===== src/rtl/gpx_pkg.sv =====
// Shared definitions for the GPX event writer: default field widths, FSM states and the pad word.
package gpx_pkg;

  localparam int GPX_X_W  = 14;
  localparam int GPX_Y_W  = 17;
  localparam int GPX_CH_W = 2;

  typedef enum logic [1:0] {
    ST_IDLE    = 2'd0,
    ST_COLLECT = 2'd1,
    ST_PAD     = 2'd2,
    ST_FINISH  = 2'd3
  } gpx_state_t;

  typedef struct packed {
    logic [GPX_CH_W-1:0] ch;
    logic [GPX_X_W-1:0]  x;
    logic [GPX_Y_W-1:0]  y;
  } gpx_hit_t;

  localparam gpx_hit_t GPX_PAD_HIT = '{
    ch: {GPX_CH_W{1'b0}},
    x:  {GPX_X_W{1'b0}},
    y:  {GPX_Y_W{1'b0}}
  };

endpackage


===== src/rtl/gpx_bank_ctrl.sv =====
// Ping-pong bank bookkeeping: per-bank full bits, the bank currently being filled and its free flag.
module gpx_bank_ctrl (
  input  logic       clk_gpx,
  input  logic       rst_n,
  input  logic       srst,
  input  logic       set_full,
  input  logic [1:0] bank_release,
  output logic       bank,
  output logic       bank_free
);

  logic [1:0] full_r;
  logic [1:0] full_nxt_s;
  logic       bank_r;

  // Readout release clears a bank; committing the current bank in the same cycle overrides the release.
  always_comb begin
    full_nxt_s = full_r & ~bank_release;
    if (srst) begin
      full_nxt_s = 2'b00;
    end else if (set_full) begin
      full_nxt_s = (full_r & ~bank_release) | (bank_r ? 2'b10 : 2'b01);
    end else begin
      full_nxt_s = full_r & ~bank_release;
    end
  end

  // Full bits and bank pointer; the pointer flips on every committed event.
  always_ff @(posedge clk_gpx or negedge rst_n) begin
    if (!rst_n) begin
      full_r <= 2'b00;
      bank_r <= 1'b0;
    end else begin
      full_r <= full_nxt_s;
      bank_r <= srst ? 1'b0 : (set_full ? ~bank_r : bank_r);
    end
  end

  assign bank      = bank_r;
  assign bank_free = ~full_r[bank_r];

endmodule


===== src/rtl/gpx_event_writer.sv =====
// Packs GPX hits into fixed-size event slot blocks of a two-bank hit RAM, padding unused slots.
module gpx_event_writer
  import gpx_pkg::*;
#(
  parameter int X_W      = GPX_X_W,
  parameter int Y_W      = GPX_Y_W,
  parameter int CH_W     = GPX_CH_W,
  parameter int DEPTH    = 16,
  parameter int SLOT_W   = $clog2(DEPTH),
  parameter int PAD_MODE = 1
) (
  input  logic              clk_gpx,
  input  logic              rst_n,
  input  logic              in_re_start,
  input  logic              in_gpx_start,
  input  logic [CH_W-1:0]   in_gpx_ch,
  input  logic [X_W-1:0]    in_gpx_x,
  input  logic [Y_W-1:0]    in_gpx_y,
  input  logic              in_gpx_dv,
  input  logic              in_gpx_done,
  input  logic [1:0]        in_bank_release,
  output logic              out_wr_en,
  output logic [SLOT_W:0]   out_wr_addr,
  output logic [X_W-1:0]    out_wr_x,
  output logic [Y_W-1:0]    out_wr_y,
  output logic [CH_W-1:0]   out_wr_ch,
  output logic              out_wr_real,
  output logic              out_event_done,
  output logic              out_event_bank,
  output logic [SLOT_W:0]   out_event_count,
  output logic              out_event_ovf,
  output logic              out_drop
);

  localparam logic [SLOT_W:0] DEPTH_C = (SLOT_W+1)'(DEPTH);
  localparam logic [SLOT_W:0] LAST_C  = (SLOT_W+1)'(DEPTH - 1);
  localparam logic [SLOT_W:0] ONE_C   = {{SLOT_W{1'b0}}, 1'b1};
  localparam logic [SLOT_W:0] ZERO_C  = {(SLOT_W+1){1'b0}};
  localparam bit              PAD_EN  = (PAD_MODE != 0);

  gpx_state_t      state_r, state_nxt_s;
  logic [SLOT_W:0] slot_r, slot_nxt_s, count_r, count_nxt_s, slot_after_s;
  logic            ovf_r, ovf_nxt_s;
  logic            bank_s, bank_free_s, set_full_s, hit_ok_s;
  logic            wr_en_s, wr_real_s, ev_done_s, drop_s;
  logic [X_W-1:0]  wr_x_s;
  logic [Y_W-1:0]  wr_y_s;
  logic [CH_W-1:0] wr_ch_s;

  // A hit is only stored while free slots remain; slot_after_s is the slot index once it lands.
  assign hit_ok_s     = in_gpx_dv && (slot_r < DEPTH_C);
  assign slot_after_s = hit_ok_s ? (slot_r + ONE_C) : slot_r;

  gpx_bank_ctrl u_bank_ctrl (
    .clk_gpx      (clk_gpx),
    .rst_n        (rst_n),
    .srst         (in_re_start),
    .set_full     (set_full_s),
    .bank_release (in_bank_release),
    .bank         (bank_s),
    .bank_free    (bank_free_s)
  );

  // FSM state register.
  always_ff @(posedge clk_gpx or negedge rst_n) begin
    if (!rst_n) begin
      state_r <= ST_IDLE;
    end else begin
      state_r <= state_nxt_s;
    end
  end

  // Next-state logic; re-arm beats everything, a new start abandons the open event.
  always_comb begin
    state_nxt_s = state_r;
    if (in_re_start) begin
      state_nxt_s = ST_IDLE;
    end else begin
      case (state_r)
        ST_IDLE: begin
          if (in_gpx_start && bank_free_s) state_nxt_s = ST_COLLECT;
          else                             state_nxt_s = ST_IDLE;
        end
        ST_COLLECT: begin
          if (in_gpx_start)     state_nxt_s = ST_COLLECT;
          else if (in_gpx_done) state_nxt_s = (PAD_EN && (slot_after_s < DEPTH_C)) ? ST_PAD : ST_FINISH;
          else                  state_nxt_s = ST_COLLECT;
        end
        ST_PAD: begin
          if (in_gpx_start)           state_nxt_s = ST_COLLECT;
          else if (slot_r == LAST_C)  state_nxt_s = ST_FINISH;
          else                        state_nxt_s = ST_PAD;
        end
        ST_FINISH: state_nxt_s = ST_IDLE;
        default:   state_nxt_s = ST_IDLE;
      endcase
    end
  end

  // Output and datapath decode: RAM write, commit/drop pulses, slot/count/overflow updates.
  always_comb begin
    wr_en_s     = 1'b0;
    wr_real_s   = 1'b0;
    wr_x_s      = X_W'(GPX_PAD_HIT.x);
    wr_y_s      = Y_W'(GPX_PAD_HIT.y);
    wr_ch_s     = CH_W'(GPX_PAD_HIT.ch);
    ev_done_s   = 1'b0;
    drop_s      = 1'b0;
    set_full_s  = 1'b0;
    slot_nxt_s  = slot_r;
    count_nxt_s = count_r;
    ovf_nxt_s   = ovf_r;
    if (in_re_start) begin
      slot_nxt_s  = ZERO_C;
      count_nxt_s = ZERO_C;
      ovf_nxt_s   = 1'b0;
    end else begin
      case (state_r)
        ST_IDLE: begin
          if (in_gpx_start && bank_free_s) begin
            slot_nxt_s  = ZERO_C;
            count_nxt_s = ZERO_C;
            ovf_nxt_s   = 1'b0;
          end else if (in_gpx_start) begin
            drop_s = 1'b1;
          end else begin
            drop_s = 1'b0;
          end
        end
        ST_COLLECT: begin
          if (in_gpx_start) begin
            slot_nxt_s  = ZERO_C;
            count_nxt_s = ZERO_C;
            ovf_nxt_s   = 1'b0;
          end else if (hit_ok_s) begin
            wr_en_s     = 1'b1;
            wr_real_s   = 1'b1;
            wr_x_s      = in_gpx_x;
            wr_y_s      = in_gpx_y;
            wr_ch_s     = in_gpx_ch;
            slot_nxt_s  = slot_after_s;
            count_nxt_s = count_r + ONE_C;
          end else if (in_gpx_dv) begin
            ovf_nxt_s = 1'b1;
          end else begin
            ovf_nxt_s = ovf_r;
          end
        end
        ST_PAD: begin
          if (in_gpx_start) begin
            slot_nxt_s  = ZERO_C;
            count_nxt_s = ZERO_C;
            ovf_nxt_s   = 1'b0;
          end else begin
            wr_en_s    = 1'b1;
            slot_nxt_s = slot_r + ONE_C;
            ovf_nxt_s  = ovf_r | in_gpx_dv;
          end
        end
        ST_FINISH: begin
          ev_done_s  = 1'b1;
          set_full_s = 1'b1;
        end
        default: begin
          ev_done_s = 1'b0;
        end
      endcase
    end
  end

  // Registered datapath and outputs; event summary holds until the next commit.
  always_ff @(posedge clk_gpx or negedge rst_n) begin
    if (!rst_n) begin
      slot_r          <= ZERO_C;
      count_r         <= ZERO_C;
      ovf_r           <= 1'b0;
      out_wr_en       <= 1'b0;
      out_wr_addr     <= ZERO_C;
      out_wr_x        <= {X_W{1'b0}};
      out_wr_y        <= {Y_W{1'b0}};
      out_wr_ch       <= {CH_W{1'b0}};
      out_wr_real     <= 1'b0;
      out_event_done  <= 1'b0;
      out_event_bank  <= 1'b0;
      out_event_count <= ZERO_C;
      out_event_ovf   <= 1'b0;
      out_drop        <= 1'b0;
    end else begin
      slot_r         <= slot_nxt_s;
      count_r        <= count_nxt_s;
      ovf_r          <= ovf_nxt_s;
      out_wr_en      <= wr_en_s;
      out_wr_addr    <= {bank_s, slot_r[SLOT_W-1:0]};
      out_wr_x       <= wr_x_s;
      out_wr_y       <= wr_y_s;
      out_wr_ch      <= wr_ch_s;
      out_wr_real    <= wr_real_s;
      out_event_done <= ev_done_s;
      out_drop       <= drop_s;
      if (in_re_start) begin
        out_event_bank  <= 1'b0;
        out_event_count <= ZERO_C;
        out_event_ovf   <= 1'b0;
      end else if (ev_done_s) begin
        out_event_bank  <= bank_s;
        out_event_count <= count_r;
        out_event_ovf   <= ovf_r;
      end
    end
  end

endmodule


===== config.mk =====
export PLATFORM = sky130hd
export DESIGN_NAME = gpx_event_writer
export DESIGN_NICKNAME = d
export VERILOG_FILES = /design/src/rtl/gpx_pkg.sv /design/src/rtl/gpx_bank_ctrl.sv /design/src/rtl/gpx_event_writer.sv
export SDC_FILE = /design/constraint.sdc
export NUM_CORES = 1
export LEC_CHECK = 0
export BUFFER_PORTS_ARGS = -buffer_cell sky130_fd_sc_hd__buf_2
export CORE_MARGIN = 1.5
export CORE_UTILIZATION = 53
export DETAILED_ROUTE_END_ITERATION = 8
export GPL_TIMING_DRIVEN = 0
export PLACE_DENSITY = 0.84
export SLEW_MARGIN = 5
export SYNTH_ARGS = -nofsm -noshare
export SYNTH_HDL_FRONTEND = slang
export SYNTH_HIERARCHICAL = 1
export SYNTH_SLANG_ARGS = --single-unit

===== constraint.sdc =====
create_clock -name clk_gpx -period 3.25 [get_ports clk_gpx]
set_clock_uncertainty 0.15 [all_clocks]
set_input_delay 0.325 -clock clk_gpx [delete_from_list [all_inputs] [get_ports clk_gpx]]
set_output_delay 0.325 -clock clk_gpx [all_outputs]
set_load 0.05 [all_outputs]

==> run_results.csv <==
group,metric,value,unit
status,status,"finished clean",
setup_path,cp_max_fo,10,
clocking,hold_buffers,1,
min_path,worstHoldEndpoint,"u_bank_ctrl/full_r[0]",
routing,wl_per_cell,12.88,µm
synth,yosys.area.top_type,"dfrtp_1",
synth,synthTopCellsByArea,"dfrtp_1, and3_1, mux2i_1",
sta,max_freq,462.4,MHz
place,gp_congestion,0.8044,
sta,fin_crit,2163,ps
setup_path,worstReg2RegEnd,"slot_r[3]",
setup_path,path_cells,"inv_1 > ha_1 > buf_4 > or3b_4 > o32ai_4 > nor2_2 > a221o_1",
clocking,path_clk_slew,60,ps
clocking,cts_tree,"built",
setup_path,reg2reg_depth,7,
setup_path,crit_path_top_delay_cell,"or3b_4",
routing,routed_wl,4.946,mm
synth,ys_warn_count,6,
run,max_cap_violations,0,
setup_path,cp.required,3310,ps
floorplan,die_area,0.005455,mm²
sta,slew_headroom,49.15,%
clocking,cts_setup_buffers,0,
sta,report.final.slew_viol_count,0,
sta,hold_viol,0,
grt,grt.total_usage,20.69,%
synth,yosysSeqAreaShare,61.12,%
clocking,cts_made_buffers,9,
floorplan,start_util,55.61,%
finish,area_delta_synth_final,25.81,%
setup_path,path_class,"flop to flop",
floorplan,die_w,73.86,µm
synth,synth_cell_type_count,45,
setup_path,cp.arrival,2220,ps
synth,netlist_area,0.002661,mm²
finish,register_area,0.001627,mm²
grt,grt_pass1_vias,1909,
floorplan,rows,25,
power,p_leak,1.927,nW
synth,syn_inst,215,
setup_path,critPathBufInv,2,
setup_path,timing.rr.start,"state_r[1]",
sta,period_share,66.54,%
sta,rsz0062_at_grt,"false",
finish,postLayoutCoreUtil,69.96,%
clocking,cts_num_sinks,65,
setup_path,critPathTopFamily,"compound AO/OA/AOI/OAI gates",
setup_path,endpoint_kind,"flop",
power,cellPowerDensity,441.7,mW/mm²
routing,drc,0,
min_path,hold_path.class,"primary input to flop",
grt,grt_max_degree,66,
finish,fin_nets,363,
routing,via_per_inst,5.091,
floorplan,io_pins,90,
sta,setup_slack,1087,ps
place,port_buffers,88,
grt,gr-total-overflow,0,
synth,ys_ff_latch,65,
min_path,min_path_cells,2,
floorplan,die-height,73.86,µm
clocking,post_cts_resize_count,0,
sta,finalSetupTns,0,ps
routing,vias,1955,
power,ir_drop,0.2749,mV
synth,avgSynthCellArea,12.38,µm²
routing,drtIter0Drc,66,
clocking,clkLatencyLatePin,330,ps
clocking,htreeDepth,3,
finish,multi_input_area,935.9,µm²
finish,fillCellCount,367,
min_path,min_from,"in_re_start",
grt,grt_first_pass_wirelength,8.376,mm
routing,drtPass1Iterations,4,
finish,n_antenna_cell,0,
setup_path,r2r_slack,1090,ps
place,dp_hpwl,3.528,mm
sta,worstMarginPinSlew,762.8,ps
clocking,clockBufferDepth,2,
synth,synth_nets,263,
setup_path,slowest_delay,440,ps
setup_path,setup.worst_path.start,"state_r[1]",
floorplan,core,0.004786,mm²
place,place_ws,1111,ps
setup_path,startpoint_type,"flop",
clocking,cts_root_buf,"clkbuf_8",
synth,yosysTopAreaCellShare,61.12,%
grt,antenna_found_initial,0,
routing,ant_nets,0,
finish,drive_gt1_share,37.22,%
sta,setup_viol,0,
-- Yosys cell counts (all sizes together) --
| cell | n |
|---|---|
| a221o | 1 |
| a211o | 2 |
| o22ai | 1 |
| mux2i | 9 |
| ha | 7 |
| or3 | 2 |
| a31oi | 1 |
| a22o | 3 |
| or3b | 1 |
| o21ai | 6 |
| o2111ai | 1 |
| nand2 | 5 |
| o21ba | 2 |
| and3 | 37 |
| or2 | 1 |
| nor2b | 4 |
| nor4 | 2 |
| nor3b | 2 |
| nor2 | 13 |
| o21bai | 1 |
| o31ai | 2 |
| o32ai | 2 |
| nand3 | 3 |
| mux2 | 1 |
| nor3 | 4 |
| and2 | 2 |
| inv | 8 |
| a21oi | 6 |
| buf | 4 |
| a21o | 1 |
| a2111oi | 1 |
| clkbuf | 9 |
| and3b | 1 |
| nand2b | 5 |
| dfrtp | 65 |
-- worst register-to-register path: stages, from the launching register on --
cell	delay, ps
dfrtp_1	410
inv_1	100
ha_1	140
buf_4	150
or3b_4	440
o32ai_4	230
nor2_2	90
a221o_1	330
-- stage by stage --
stage	instances	power, W	area [µm²]	hold WS (ps)
2_1_floorplan	215	0.0008954	2661	-120.6
3_3_place_gp	370	0.0009450	3186	265.9
3_5_place_dp	370	0.0009483	3188	273.4
4_1_cts	384	0.001492	3348	33.85
5_1_grt	384	0.001542	3348	46.54
6_report	384	0.001479	3348	43.45
-- how the worst max path moves through the flow --
stage / cells after the start / end / slack (ps)
floorplan: 7 / slot_r[3] / 1270
global placement: 7 / slot_r[3] / 1140
detailed placement: 7 / slot_r[3] / 1110
CTS: 7 / slot_r[3] / 1100
global route: 7 / count_r[4] / 940
finish: 7 / slot_r[3] / 1090
-- area by class of cell --
class | instances | share of cell area, %
tap | 67 | 2.504
clock buffer | 12 | 4.335
clock inverter | 1 | 0.1495
timing repair buffer | 89 | 13.53
inverter | 8 | 0.8969
sequential | 65 | 48.58
multi-input combinational | 129 | 27.95
buffer | 13 | 2.055
-- state kept, by name, indices dropped and copies added (netlist names) --
register	flops
out_wr_y	17
out_wr_x	14
count_r	5
out_event_count	5
out_wr_addr	5
slot_r	5
out_wr_ch	2
state_r	2
u_bank_ctrl/full_r	2
out_drop	1
out_event_bank	1
out_event_done	1
out_event_ovf	1
out_wr_en	1
out_wr_real	1
ovf_r	1
u_bank_ctrl/bank	1
-- layer usage --
| metal | track usage, % | wire length, µm | up-vias |
|---|---|---|---|
| li1 | - | - | 949 |
| met1 | 25.39 | 2069 | 916 |
| met2 | 31.83 | 2371 | 79 |
| met3 | 8.230 | 418 | 11 |
| met4 | 10.08 | 87 | 0 |
| met5 | 0 | 0 | - |
-- power by group --
group / total [W] / switching [W] / internal, W
Combinational: 0.000116 / 0.0000726 / 0.0000429
Clock: 0.000545 / 0.000261 / 0.000284
Sequential: 0.000818 / 0.00000271 / 0.000815
-- logic make-up (layout without fill, tap and decap cells) --
| kind of cell | count (synthesis) | after routing | synth area share, % |
|---|---|---|---|
| and+or+nand+nor | 82 | 82 | 18.43 |
| adders and majority gates | 7 | 7 | 3.291 |
| muxes | 10 | 10 | 3.808 |
| DFF | 65 | 65 | 61.12 |
| buffers and inverters | 21 | 123 | 3.714 |
| AOI/OAI and AO/OA | 30 | 30 | 9.639 |
-- cells in the final DEF (no fill, tap or decap), types with 5 or more instances in the layout --
cell and count:
o21ai_0 5, clkbuf_1 11, inv_1 8, buf_2 88
clkbuf_8 10, a21oi_1 5, nor2_1 12, nand2_1 5
dfrtp_1 65, and3_1 36, mux2i_1 9, ha_1 7
(Power assumes the default switching activity.)
